### src/rtl/extractor_luma_nxn.sv
`default_nettype none
// ============================================================================
//  Module   : extractor_luma_nxn
//  Brief    : Fetches an NxN luma block plus 2N top / N+1 left neighbours
//             through a fixed-latency frame-memory read port.
//  Revision : 1.0
// ============================================================================
module extractor_luma_nxn #(
    parameter int FRAME_W = 256,
    parameter int FRAME_H = 256,
    parameter int BLK     = 4,
    parameter int MEM_LAT = 1,
    parameter int ADDR_W  = $clog2(FRAME_W * FRAME_H)
) (
    input  logic                     clk,
    input  logic                     reset,
    input  logic                     start,
    input  logic [11:0]              blk_x,
    input  logic [11:0]              blk_y,
    output logic                     ready,
    output logic                     valid,
    output logic                     rd_en,
    output logic [ADDR_W-1:0]        rd_addr,
    input  logic [7:0]               rd_data,
    output logic [BLK*BLK*8-1:0]     mb_flat,
    output logic [2*BLK*8-1:0]       top_flat,
    output logic [(BLK+1)*8-1:0]     left_flat
);

    localparam int C_NN    = BLK * BLK;
    localparam int C_LOG_W = $clog2(FRAME_W);
    localparam int C_LOG_B = $clog2(BLK);
    localparam int C_MB_IW = $clog2(C_NN);
    localparam int C_TP_IW = $clog2(2 * BLK);
    localparam int C_LF_IW = $clog2(BLK + 1);

    typedef enum logic [1:0] {
        S_IDLE  = 2'd0,
        S_ISSUE = 2'd1,
        S_DRAIN = 2'd2,
        S_DONE  = 2'd3
    } state_t;

    state_t               r_state;
    int                   r_px, r_py;
    int                   r_ntop, r_total, r_iss, r_ret;
    logic [MEM_LAT-1:0]   r_vld;
    logic [7:0]           mb_buf   [C_NN];
    logic [7:0]           top_buf  [2*BLK];
    logic [7:0]           left_buf [BLK+1];
    int                   w_px_in, w_py_in;

    // Top reads stop at the right frame edge; the rest are replicated later.
    function automatic int ntop_of(input int px, input int py);
        if (py == 0) return 0;
        return (FRAME_W - px < 2 * BLK) ? (FRAME_W - px) : (2 * BLK);
    endfunction

    function automatic int nleft_of(input int px, input int py);
        if (px == 0) return 0;
        return (py == 0) ? BLK : (BLK + 1);
    endfunction

    // Maps the idx-th issued read (skipping unavailable entries) to its address.
    function automatic logic [ADDR_W-1:0] addr_of(input int idx, input int px, input int py);
        int nt, ax, ay;
        nt = ntop_of(px, py);
        if (idx < C_NN) begin
            ax = px + (idx % BLK);
            ay = py + (idx / BLK);
        end else if (idx - C_NN < nt) begin
            ax = px + idx - C_NN;
            ay = py - 1;
        end else begin
            ax = px - 1;
            ay = py - 1 + (idx - C_NN - nt) + ((py == 0) ? 1 : 0);
        end
        return ADDR_W'((ay << C_LOG_W) + ax);
    endfunction

    always_comb begin
        w_px_in = int'(blk_x) << C_LOG_B;
        w_py_in = int'(blk_y) << C_LOG_B;
    end

    always_ff @(posedge clk) begin
        if (reset) begin
            r_state   <= S_IDLE;
            ready     <= 1'b1;
            valid     <= 1'b0;
            rd_en     <= 1'b0;
            rd_addr   <= '0;
            mb_flat   <= '0;
            top_flat  <= '0;
            left_flat <= '0;
            r_vld     <= '0;
            r_px      <= 0;
            r_py      <= 0;
            r_ntop    <= 0;
            r_total   <= 0;
            r_iss     <= 0;
            r_ret     <= 0;
        end else begin
            r_vld[0] <= rd_en;
            for (int i = 1; i < MEM_LAT; i++) begin
                r_vld[i] <= r_vld[i-1];
            end
            if (r_vld[MEM_LAT-1]) begin
                r_ret <= r_ret + 1;
            end

            case (r_state)
                S_IDLE: begin
                    if (start && ready) begin
                        r_px    <= w_px_in;
                        r_py    <= w_py_in;
                        r_ntop  <= ntop_of(w_px_in, w_py_in);
                        r_total <= C_NN + ntop_of(w_px_in, w_py_in) + nleft_of(w_px_in, w_py_in);
                        r_iss   <= 1;
                        r_ret   <= 0;
                        rd_en   <= 1'b1;
                        rd_addr <= addr_of(0, w_px_in, w_py_in);
                        ready   <= 1'b0;
                        valid   <= 1'b0;
                        r_state <= S_ISSUE;
                    end
                end
                S_ISSUE: begin
                    if (r_iss < r_total) begin
                        rd_en   <= 1'b1;
                        rd_addr <= addr_of(r_iss, r_px, r_py);
                        r_iss   <= r_iss + 1;
                    end else begin
                        rd_en   <= 1'b0;
                        r_state <= S_DRAIN;
                    end
                end
                S_DRAIN: begin
                    if (r_vld[MEM_LAT-1] && (r_ret == r_total - 1)) begin
                        r_state <= S_DONE;
                    end
                end
                S_DONE: begin
                    for (int i = 0; i < C_NN; i++) begin
                        mb_flat[8*i +: 8] <= mb_buf[C_MB_IW'(i)];
                    end
                    for (int j = 0; j < 2 * BLK; j++) begin
                        if (r_py == 0)
                            top_flat[8*j +: 8] <= 8'd128;
                        else if (r_px + j >= FRAME_W)
                            top_flat[8*j +: 8] <= top_buf[C_TP_IW'(FRAME_W - 1 - r_px)];
                        else
                            top_flat[8*j +: 8] <= top_buf[C_TP_IW'(j)];
                    end
                    left_flat[7:0] <= (r_px == 0 || r_py == 0) ? 8'd128 : left_buf[0];
                    for (int l = 1; l <= BLK; l++) begin
                        left_flat[8*l +: 8] <= (r_px == 0) ? 8'd128 : left_buf[C_LF_IW'(l)];
                    end
                    valid   <= 1'b1;
                    ready   <= 1'b1;
                    r_state <= S_IDLE;
                end
                default: r_state <= S_IDLE;
            endcase
        end
    end

    // Return slot follows issue order: mb raster, available top, available left.
    always_ff @(posedge clk) begin
        if (r_vld[MEM_LAT-1]) begin
            if (r_ret < C_NN)
                mb_buf[C_MB_IW'(r_ret)] <= rd_data;
            else if (r_ret - C_NN < r_ntop)
                top_buf[C_TP_IW'(r_ret - C_NN)] <= rd_data;
            else
                left_buf[C_LF_IW'(r_ret - C_NN - r_ntop + ((r_py == 0) ? 1 : 0))] <= rd_data;
        end
    end

endmodule
`default_nettype wire

### config.mk
export PLATFORM = sky130hd
export DESIGN_NAME = extractor_luma_nxn
export DESIGN_NICKNAME = d
export VERILOG_FILES = /design/src/rtl/extractor_luma_nxn.sv
export SDC_FILE = /design/constraint.sdc
export NUM_CORES = 1
export LEC_CHECK = 0
export CELL_PAD_IN_SITES_DETAIL_PLACEMENT = 0
export CELL_PAD_IN_SITES_GLOBAL_PLACEMENT = 2
export CORE_MARGIN = 1.5
export CORE_UTILIZATION = 44
export CTS_CLUSTER_DIAMETER = 80
export DETAILED_ROUTE_END_ITERATION = 12
export DONT_BUFFER_PORTS = 1
export HOLD_SLACK_MARGIN = 0.02
export PLACE_DENSITY = 0.95
export SETUP_SLACK_MARGIN = 0.15
export SLEW_MARGIN = 30
export SYNTH_ARGS = -nofsm -noshare
export SYNTH_HDL_FRONTEND = slang
export SYNTH_SLANG_ARGS = --single-unit
### constraint.sdc
create_clock -name clk -period 14.2 [get_ports clk]
set_input_delay 3.55 -clock clk [delete_from_list [all_inputs] [get_ports clk]]
set_output_delay 3.55 -clock clk [all_outputs]
set_load 0.02 [all_outputs]
==> flow_summary.toml, run 1 <==
[cts]
cts_max_level = 3
cts_setup_buffers = 0
cts_hold_buf = 0
cts_inserted_buffers = 70
cts_num_sinks = 617
cts_tree = "built"
cts_buffer_depth = 3
insertion_delay_ns = 0.64
cts-resized-gates = 0
cts.clk_slew.worst_paths_ns = 0.06
cts-root-buf = "clkbuf_16"

[die]
die_w_um = 264.8
die_h_um = 264.8
core_area_um2 = 67510
pin_count = 286
die-area_um2 = 70100
rows = 95
start_util = 0.4466

[cells_and_area]
drive_above_1_share = 0.05902
final_nets = 3233
antenna_cells = 0
stdcell_area_um2 = 33400
area_delta_synth_final_pct = 10.79
instances_no_fill = 3940

[timing]
rsz0062_at_grt = "no"
setup_tns_ns = 0
worstMarginPinSlew_ns = 0.9550
drv_slew = 0
fin_skew_ns = 0.04966
period_minus_slack_ns = 7.697
fmax_mhz = 129.9
finalCritPeriodShare = 0.5421
hold_viol_final = 0
relSlewSlack = 0.3625
setup_viol = 0

[synthesis]
synth.cell_area_um2 = 30150
synth.distinct_cells = 82
synthCells = 3091
synth-main-ff-cell = "dfxtp_1"
synth-edff-count = 232
avgSynthCellArea_um2 = 9.754
ys_ff_latch = 617
postSynthNetCount = 3314
synth_seq_area_share = 0.4867
yosys_warnings = 0
async_reset_ff_frac = 0

[worst_setup_path]
slowest_delay_ns = 0.63
rrSetupSlack_ns = 6.50
reg2reg_from = "r_iss[6]"
crit_required_ns = 14.69
reg2reg_depth = 26
crit_path_end_kind = "flop"
startpoint_type = "flop"
cp_max_fo = 28
r2r-end = "rd_addr[15]"
critPathKind = "flop to flop"
arrival_ns = 8.19
cpMaxStageDelayCell = "a2111oi_2"

[place]
dpl.hpwl_mm = 60.68
dpl_cell_area_um2 = 30920
io_buffers = 0
gp_congestion = 0.9122
dp.cells = 3811

[detailed_routing]
vias = 22370
wl_mm = 85.76
post_drt_via_cell_ratio = 5.678
drtPass1Iterations = 6
postRouteAntennaNets = 0
drcViolationCount = 0
wl_per_cell_um = 21.77
drtIter0Drc = 1892

[grt]
grt_max_degree = 305
antenna_found_initial = 0
grt_overflow = 0
grt_pass1_wl_mm = 131.5
track_usage = 0.2402
grt_pass1_vias = 22170

[status]
status = "finished, final reports clean"

[power]
internal_power_mw = 3.626
power_frac_comb = 0.285
power_frac_seq = 0.386
cellPowerDensity_nw_per_um2 = 168.9
p_sw_mw = 2.014
clkPwrFrac = 0.330
power.leakage_nw = 11.88
vdd_drop_max_mv = 0.1189
switching_share = 0.3571

[hold_path]
whs_endpoint = "r_py[9]"
hp-class = "flop to flop"
holdPathStages = 2
hp-start = "r_py[9]"

[run]
cap_violations = 0
==> synthesized netlist by cell type (91+ instances only) <==
library cell / instances / area (µm²)
ha_1: 179 / 2240
nand2b_1: 100 / 625.6
dfxtp_1: 385 / 7707
xnor2_1: 130 / 1139
clkbuf_1: 136 / 510.5
a21oi_1: 244 / 1221
mux2i_1: 148 / 1481
nand2_1: 209 / 784.5
nor2_1: 335 / 1257
o21ai_0: 137 / 685.7
xor2_1: 91 / 797.0
inv_1: 148 / 555.5
edfxtp_1: 232 / 6967
==> logic make-up after synthesis <==
group                      after synthesis  share of synthesized area
xor gates and xnor gates               221                    0.06420
AOI/OAI and AO/OA                      562                     0.1103
buffers and inverters                  322                    0.04079
adders and majority gates              188                    0.08026
DFF                                    617                     0.4867
and+or+nand+nor                       1032                     0.1682
muxes                                  149                    0.04951
==> layout make-up <==
cell class,instances,area [µm²]
Clock buffer,95,1946
Timing Repair Buffer,19,162.7
Inverter,150,563.0
Multi-Input combinational cell,2152,14470
Tap cell,873,1092
Fill cell,6168,34110
Sequential cell,617,14670
Clock inverter,34,491.7
==> power groups by stage <==
stage / registers (mW) / clock network (mW) / logic, mW
floorplan: 2.13 / 0 / 1.18
global placement: 2.21 / 0 / 1.54
detailed placement: 2.21 / 0 / 1.58
CTS: 2.17 / 1.89 / 1.59
global route: 2.19 / 1.96 / 1.78
finish: 2.18 / 1.86 / 1.61
==> placed cells by master, fill, tap and decap left out, types with 30 or more instances in the layout <==
cell type,count
nor2b_1,30
a21oi_1,243
a211oi_1,40
o21ai_0,136
edfxtp_1,232
nor3_1,53
xor2_1,91
ha_1,178
nand4_1,52
xnor2_1,130
mux2i_1,148
clkbuf_16,70
nand2b_1,100
nor4_1,35
nor2_1,335
dfxtp_1,385
nand2_1,208
inv_1,148
nand3_1,88
==> worst max path at each step <==
stage,start,end,slack (ns),cells after the start
3_3_place_gp,blk_x[0],r_total[14],6.42,16
2_1_floorplan,blk_x[0],r_total[14],6.90,16
3_5_place_dp,blk_x[0],r_total[14],6.32,16
6_report,r_iss[6],rd_addr[15],6.50,26
4_1_cts,r_iss[6],rd_addr[15],6.48,26
5_1_grt,r_iss[6],rd_addr[15],5.80,26
==> registers in the layout, indices dropped and copies added, names as in the netlist <==
| name | count |
|---|---|
| r_ntop | 13 |
| top_buf | 64 |
| r_vld | 1 |
| valid | 1 |
| r_ret | 32 |
| r_iss | 32 |
| r_total | 30 |
| r_state | 2 |
| rd_addr | 16 |
| top_flat | 64 |
| mb_buf | 128 |
| r_py | 12 |
| left_flat | 40 |
| left_buf | 40 |
| rd_en | 1 |
| r_px | 12 |
| mb_flat | 128 |
| ready | 1 |
==> through the flow <==
stage / hold WS (ns) / worst slack (ns) / utilization / total power [mW]
floorplan: 0.4265 / 6.904 / - / 3.314
global placement: 0.4460 / 6.419 / 0.4564 / 3.746
detailed placement: 0.4521 / 6.321 / 0.4579 / 3.792
CTS: 0.4606 / 6.481 / 0.4940 / 5.656
global route: 0.4828 / 5.797 / 0.4948 / 5.924
finish: 0.4626 / 6.503 / 0.4948 / 5.640
==> metal layers <==
| layer | track usage | vias up | share of wire |
|---|---|---|---|
| li1 | - | 10700 | - |
| met1 | 0.3082 | 10900 | 0.42 |
| met2 | 0.3942 | 630 | 0.47 |
| met3 | 0.06521 | 140 | 0.080 |
| met4 | 0.07506 | 0 | 0.027 |
| met5 | 0 | - | 0 |
==> worst max-delay path, delay by kind of cell (launching register included) <==
family                   cells  cell delay (ns)
AO/OA/AOI/OAI                9             2.57
multiplexers                 1             0.31
AND/OR/NAND/NOR             11             3.26
buffers and inverters        1             0.10
XOR/XNOR                     2             0.30
flip-flops                   1             0.41
adder cells (fa/ha/maj)      2             0.59
(Power assumes the default switching activity.)
==> run 2, diff against run 1 <==
--- a/config.mk
+++ b/config.mk
@@ -8,12 +8,12 @@
 export CELL_PAD_IN_SITES_DETAIL_PLACEMENT = 0
 export CELL_PAD_IN_SITES_GLOBAL_PLACEMENT = 2
 export CORE_MARGIN = 1.5
-export CORE_UTILIZATION = 44
+export CORE_UTILIZATION = 41
 export CTS_CLUSTER_DIAMETER = 80
 export DETAILED_ROUTE_END_ITERATION = 12
 export DONT_BUFFER_PORTS = 1
 export HOLD_SLACK_MARGIN = 0.02
-export PLACE_DENSITY = 0.95
+export PLACE_DENSITY = 0.9
 export SETUP_SLACK_MARGIN = 0.15
 export SLEW_MARGIN = 30
 export SYNTH_ARGS = -nofsm -noshare
==> constraint.sdc (replaced) <==
create_clock -name clk -period 7.8 [get_ports clk]
set_input_delay 1.95 -clock clk [delete_from_list [all_inputs] [get_ports clk]]
set_output_delay 1.95 -clock clk [all_outputs]
set_load 0.02 [all_outputs]
==> run 2 against run 1 <==
Global-route usage down 1.6 points. Clock skew decreased by 0.013 ns. Worst setup slack got worse by 5.6 ns. First-iteration DRC count decreased by 19%. Power increased by 79%. Clock power up 72%. Critical path depth up 1. Highest routed layer unchanged. Critical endpoint unchanged. Combinational power up 84%.
==> flow_summary.toml, run 2 (synthesis gave the netlist of run 1 again) <==
[timing]
setup_viol = 0
drv_slew = 0
hold_viol_final = 0
worstMarginPinSlew_ns = 0.9595
fin_skew_ns = 0.03691
period_minus_slack_ns = 6.946
finalCritPeriodShare = 0.8905
setup_tns_ns = 0
relSlewSlack = 0.3588
fmax_mhz = 144.0
rsz0062_at_grt = "no"

[cts]
cts_setup_buffers = 0
cts_buffer_depth = 3
cts_max_level = 3
cts-root-buf = "clkbuf_16"
cts.clk_slew.worst_paths_ns = 0.06
cts_inserted_buffers = 68
insertion_delay_ns = 0.61
cts_hold_buf = 0
cts_tree = "built"
cts_num_sinks = 617

[detailed_routing]
postRouteAntennaNets = 0
wl_mm = 85.89
vias = 22210
drtPass1Iterations = 5
wl_met1_mm = 37.74
post_drt_via_cell_ratio = 5.516
top_layer = "met4"
drcViolationCount = 0
wl_per_cell_um = 21.33
wl_met2_mm = 40.39
met3WireLength_mm = 6.258
drtIter0Drc = 1534

[worst_setup_path]
critPathKind = "flop to flop"
slowest_delay_ns = 0.58
rrSetupSlack_ns = 0.85
cpMaxStageDelayCell = "or4_4"
arrival_ns = 7.44
cp.buffers_inverters = 0
crit_path_end_kind = "flop"
cp_max_fo = 16
reg2reg_depth = 27
crit_required_ns = 8.29
reg2reg_from = "r_iss[6]"
startpoint_type = "flop"
r2r-end = "rd_addr[15]"
path_delay_family = "simple AND/OR/NAND/NOR gates"
cpMostUsedCell = "a21oi_1"

[cells_and_area]
final_common_cell = "dfxtp_1"
mostFrequentLayoutCells = "dfxtp_1 (384), nor2_1 (335), a21oi_1 (243), edfxtp_1 (232), nand2_1 (209)"
instances_no_fill = 4026
largestRegisters = "mb_buf x128, mb_flat x128"
stdcell_area_um2 = 33310
final_nets = 3236
antenna_cells = 0
drive_above_1_share = 0.05543
area_delta_synth_final_pct = 10.50

[hold_path]
holdPathStages = 2
hp-start = "r_py[12]"
whs_endpoint = "r_py[12]"
hp-class = "flop to flop"

[die]
start_util = 0.4140
die-area_um2 = 75170
pin_count = 286
die_w_um = 274.2
rows = 99
core_area_um2 = 72830
die_h_um = 274.2

[place]
dpl.hpwl_mm = 60.88
gp_congestion = 0.9467
dpl_cell_area_um2 = 31020
io_buffers = 0
dp.cells = 3902

[grt]
grt_max_degree = 305
antenna_found_initial = 0
grt_pass1_wl_mm = 131.2
track_usage = 0.2241
grt_overflow = 0
grt_pass1_vias = 21910

[status]
status = "finished, final reports clean"

[power]
vdd_drop_max_mv = 0.2061
power.leakage_nw = 11.79
cellPowerDensity_nw_per_um2 = 303.7

[run]
cap_violations = 0
-- run 2: cell types whose count changed in the layout (fill, tap and decap cells not counted), moves of 2 or more --
| cell | before | now |
|---|---|---|
| clkinv_16 | 5 | 2 |
| buf_4 | 18 | 22 |
| buf_6 | 0 | 2 |
| bufinv_16 | 6 | 4 |
| nor3_1 | 53 | 55 |
| clkbuf_8 | 10 | 5 |
| clkinv_1 | 4 | 7 |
| clkbuf_1 | 15 | 22 |
| clkinv_2 | 12 | 8 |
| nor3_2 | 6 | 4 |
-- run 2: cell type report --
class                           instances  area (µm²)
Fill cell                            6923       39520
Sequential cell                       617       14680
Multi-Input combinational cell       2152       14460
Clock buffer                           97        1903
Tap cell                              959        1200
Inverter                              150       563.0
Clock inverter                         27       324.1
Timing Repair Buffer                   24       187.7
-- run 2: tightest hold or removal path, cell delays in order (launching register included) --
cell,delay (ns)
dfxtp_1,0.31
nand2_1,0.05
a21oi_1,0.05
-- run 2: power breakdown --
group	switching, mW	internal, mW
registers	0.402	3.55
logic	1.90	1.07
clock network	1.34	1.86
total	3.64	6.48
-- run 2: routing by layer --
layer | global-route usage | vias to the layer above
li1 | - | 10710
met1 | 0.2939 | 10820
met2 | 0.3689 | 577
met3 | 0.05841 | 102
met4 | 0.05220 | 0
met5 | 0 | -
-- run 2: worst max path at each step --
stage,from,end,cells after the start
final,r_iss[6],rd_addr[15],27
after global placement,r_iss[6],rd_addr[15],27
after floorplan,r_iss[6],rd_addr[15],29
after global routing,r_iss[6],rd_addr[15],28
after CTS,r_iss[6],rd_addr[15],27
after detailed placement,r_iss[6],rd_addr[15],27
-- run 2: what timing repair did --
action,CTS,global route
hold endpoints to repair,0,0
setup endpoints to repair,0,1
resized for setup,0,2
-- run 2: per-stage QoR --
step,hold WS [ns],worst slack [ns],power (mW),util
2_1_floorplan,0.4265,0.9493,6.033,-
3_3_place_gp,0.4446,0.6317,6.913,0.4251
3_5_place_dp,0.4485,0.5368,6.956,0.4259
4_1_cts,0.4570,0.4996,10.16,0.4565
5_1_grt,0.4809,0.3200,10.65,0.4574
6_report,0.4554,0.8540,10.12,0.4574
==> run 3, diff against run 2 <==
--- a/config.mk
+++ b/config.mk
@@ -12,6 +12,7 @@
 export CTS_CLUSTER_DIAMETER = 80
 export DETAILED_ROUTE_END_ITERATION = 12
 export DONT_BUFFER_PORTS = 1
+export GPL_TIMING_DRIVEN = 0
 export HOLD_SLACK_MARGIN = 0.02
 export PLACE_DENSITY = 0.9
 export SETUP_SLACK_MARGIN = 0.15
==> run 3 against run 2 <==
Die area unchanged. Clock power up 2%. Final area is 1.7% higher. Non-clock buffer count rose by 162. Wire length up 4.6%. Sequential power hardly changed. Final cell count grew 4.0%. Via count rose by 3.2%. Sequential cell count did not move. Worst hold slack gained 0.0059 ns. Global-route usage rose by 1.1 points. Critical endpoint unchanged. Largest power group unchanged.
==> flow_summary.toml, run 3 (synthesis gave the netlist of run 1 again) <==
[status]
status = "finished, final reports clean"

[die]
die_h_um = 274.2
start_util = 0.4140
pin_count = 286
die_w_um = 274.2
core_area_um2 = 72830
rows = 99
die-area_um2 = 75170

[cts]
insertion_delay_ns = 0.62
cts.clk_slew.worst_paths_ns = 0.06
cts_buffer_depth = 3
cts_tree = "built"
cts_inserted_buffers = 66
cts_num_sinks = 617
cts-root-buf = "clkbuf_16"
cts_max_level = 3

[timing]
setup_viol = 0
fmax_mhz = 139.8
finalCritPeriodShare = 0.9170
setup_tns_ns = 0
drv_slew = 0
worstMarginPinSlew_ns = 1.003
rsz0062_at_grt = "no"
whs_ns = 0.4613
period_minus_slack_ns = 7.152
fin_skew_ns = 0.02341
relSlewSlack = 0.3284
fin_ws_ns = 0.6476
hold_viol_final = 0

[power]
vdd_drop_max_mv = 0.2502
total_power_mw = 10.24
power.leakage_nw = 12.02
cellPowerDensity_nw_per_um2 = 302.1

[cells_and_area]
final_nets = 3396
largestRegisters = "mb_buf x128, mb_flat x128"
final_common_cell = "dfxtp_1"
area_delta_synth_final_pct = 12.41
antenna_cells = 0
mostFrequentLayoutCells = "dfxtp_1 (385), nor2_1 (334), a21oi_1 (244), edfxtp_1 (232), nand2_1 (208)"
drive_above_1_share = 0.05702
instances_no_fill = 4186

[detailed_routing]
vias = 22930
post_drt_via_cell_ratio = 5.477
wl_per_cell_um = 21.46
drcViolationCount = 0
wl_mm = 89.83
drtPass1Iterations = 5
drtIter0Drc = 1480
postRouteAntennaNets = 0

[grt]
grt_max_degree = 30
grt_pass1_wl_mm = 135.1
grt_pass1_vias = 22600
grt_overflow = 0
antenna_found_initial = 2
track_usage = 0.2349

[place]
dp.cells = 4062
gp_congestion = 0.9424
io_buffers = 0
dpl_worst_slack_ns = -1.424
dpl.hpwl_mm = 67.62

[hold_path]
hp-class = "flop to flop"

[worst_setup_path]
slowest_delay_ns = 0.60
cpMaxStageDelayCell = "or4_4"
cp_max_fo = 10
startpoint_type = "flop"
crit_required_ns = 8.31
arrival_ns = 7.66
critPathKind = "flop to flop"
crit_path_end_kind = "flop"

[run]
cap_violations = 0
run 3: changes by cell type in the layout (fill, tap and decap cells not counted), sizes merged:
cell	change
clkbuf	+125
clkinv	+3
buf	+27
bufinv	+3
inv	+2
run 3: layout make-up:
cell class / count / area [µm²]
Tap cell: 959 / 1200
Sequential cell: 617 / 14670
Clock buffer: 87 / 1821
Clock inverter: 35 / 462.9
Inverter: 150 / 563.0
Fill cell: 6811 / 38940
Multi-Input combinational cell: 2152 / 14410
Timing Repair Buffer: 15 / 82.58
Buffer: 171 / 676.9
run 3: stage by stage:
stage	utilization	area (µm²)
after floorplan	-	30150
after global placement	0.4304	31350
after detailed placement	0.4327	31520
after CTS	0.4644	33830
after global routing	0.4653	33890
final	0.4653	33890
run 3: timing repair:
action	in CTS	in global routing
hold buffers	0	0
buffers inserted	1	2
gates resized for setup	10	9
setup endpoints to repair	7	2
pin swaps	2	5
run 3: report_power, final:
part           switching (mW)  internal (mW)  leakage, nW  total (mW)
clock                    1.35           1.91         1.11        3.26
combinational            1.96           1.09         5.71        3.05
sequential              0.378           3.55         5.20        3.93
run 3: worst paths after layout:
path                                from           to  slack [ns]  depth (start not counted)
worst max-delay path            r_iss[6]  rd_addr[15]        0.65                         29
worst min-delay path             r_py[8]      r_py[8]        0.46                          2
worst max register to register  r_iss[6]  rd_addr[15]        0.65                         29
worst min register to register   r_py[8]      r_py[8]        0.46                          2
run 3: worst max-delay path: cells and delay by family (launching register included):
| family | cells | cell delay, ns |
|---|---|---|
| compound gates | 9 | 1.90 |
| xor+xnor | 2 | 0.30 |
| fa+ha+maj | 2 | 0.68 |
| buf+inv | 3 | 0.67 |
| flops | 1 | 0.44 |
| simple gates | 13 | 3.04 |
run 3: per-layer routing:
| metal | GRT usage | part of all wire |
|---|---|---|
| met5 | 0 | 0.00019 |
| met4 | 0.08589 | 0.034 |
| met3 | 0.07452 | 0.084 |
| met2 | 0.3880 | 0.47 |
| met1 | 0.2865 | 0.41 |
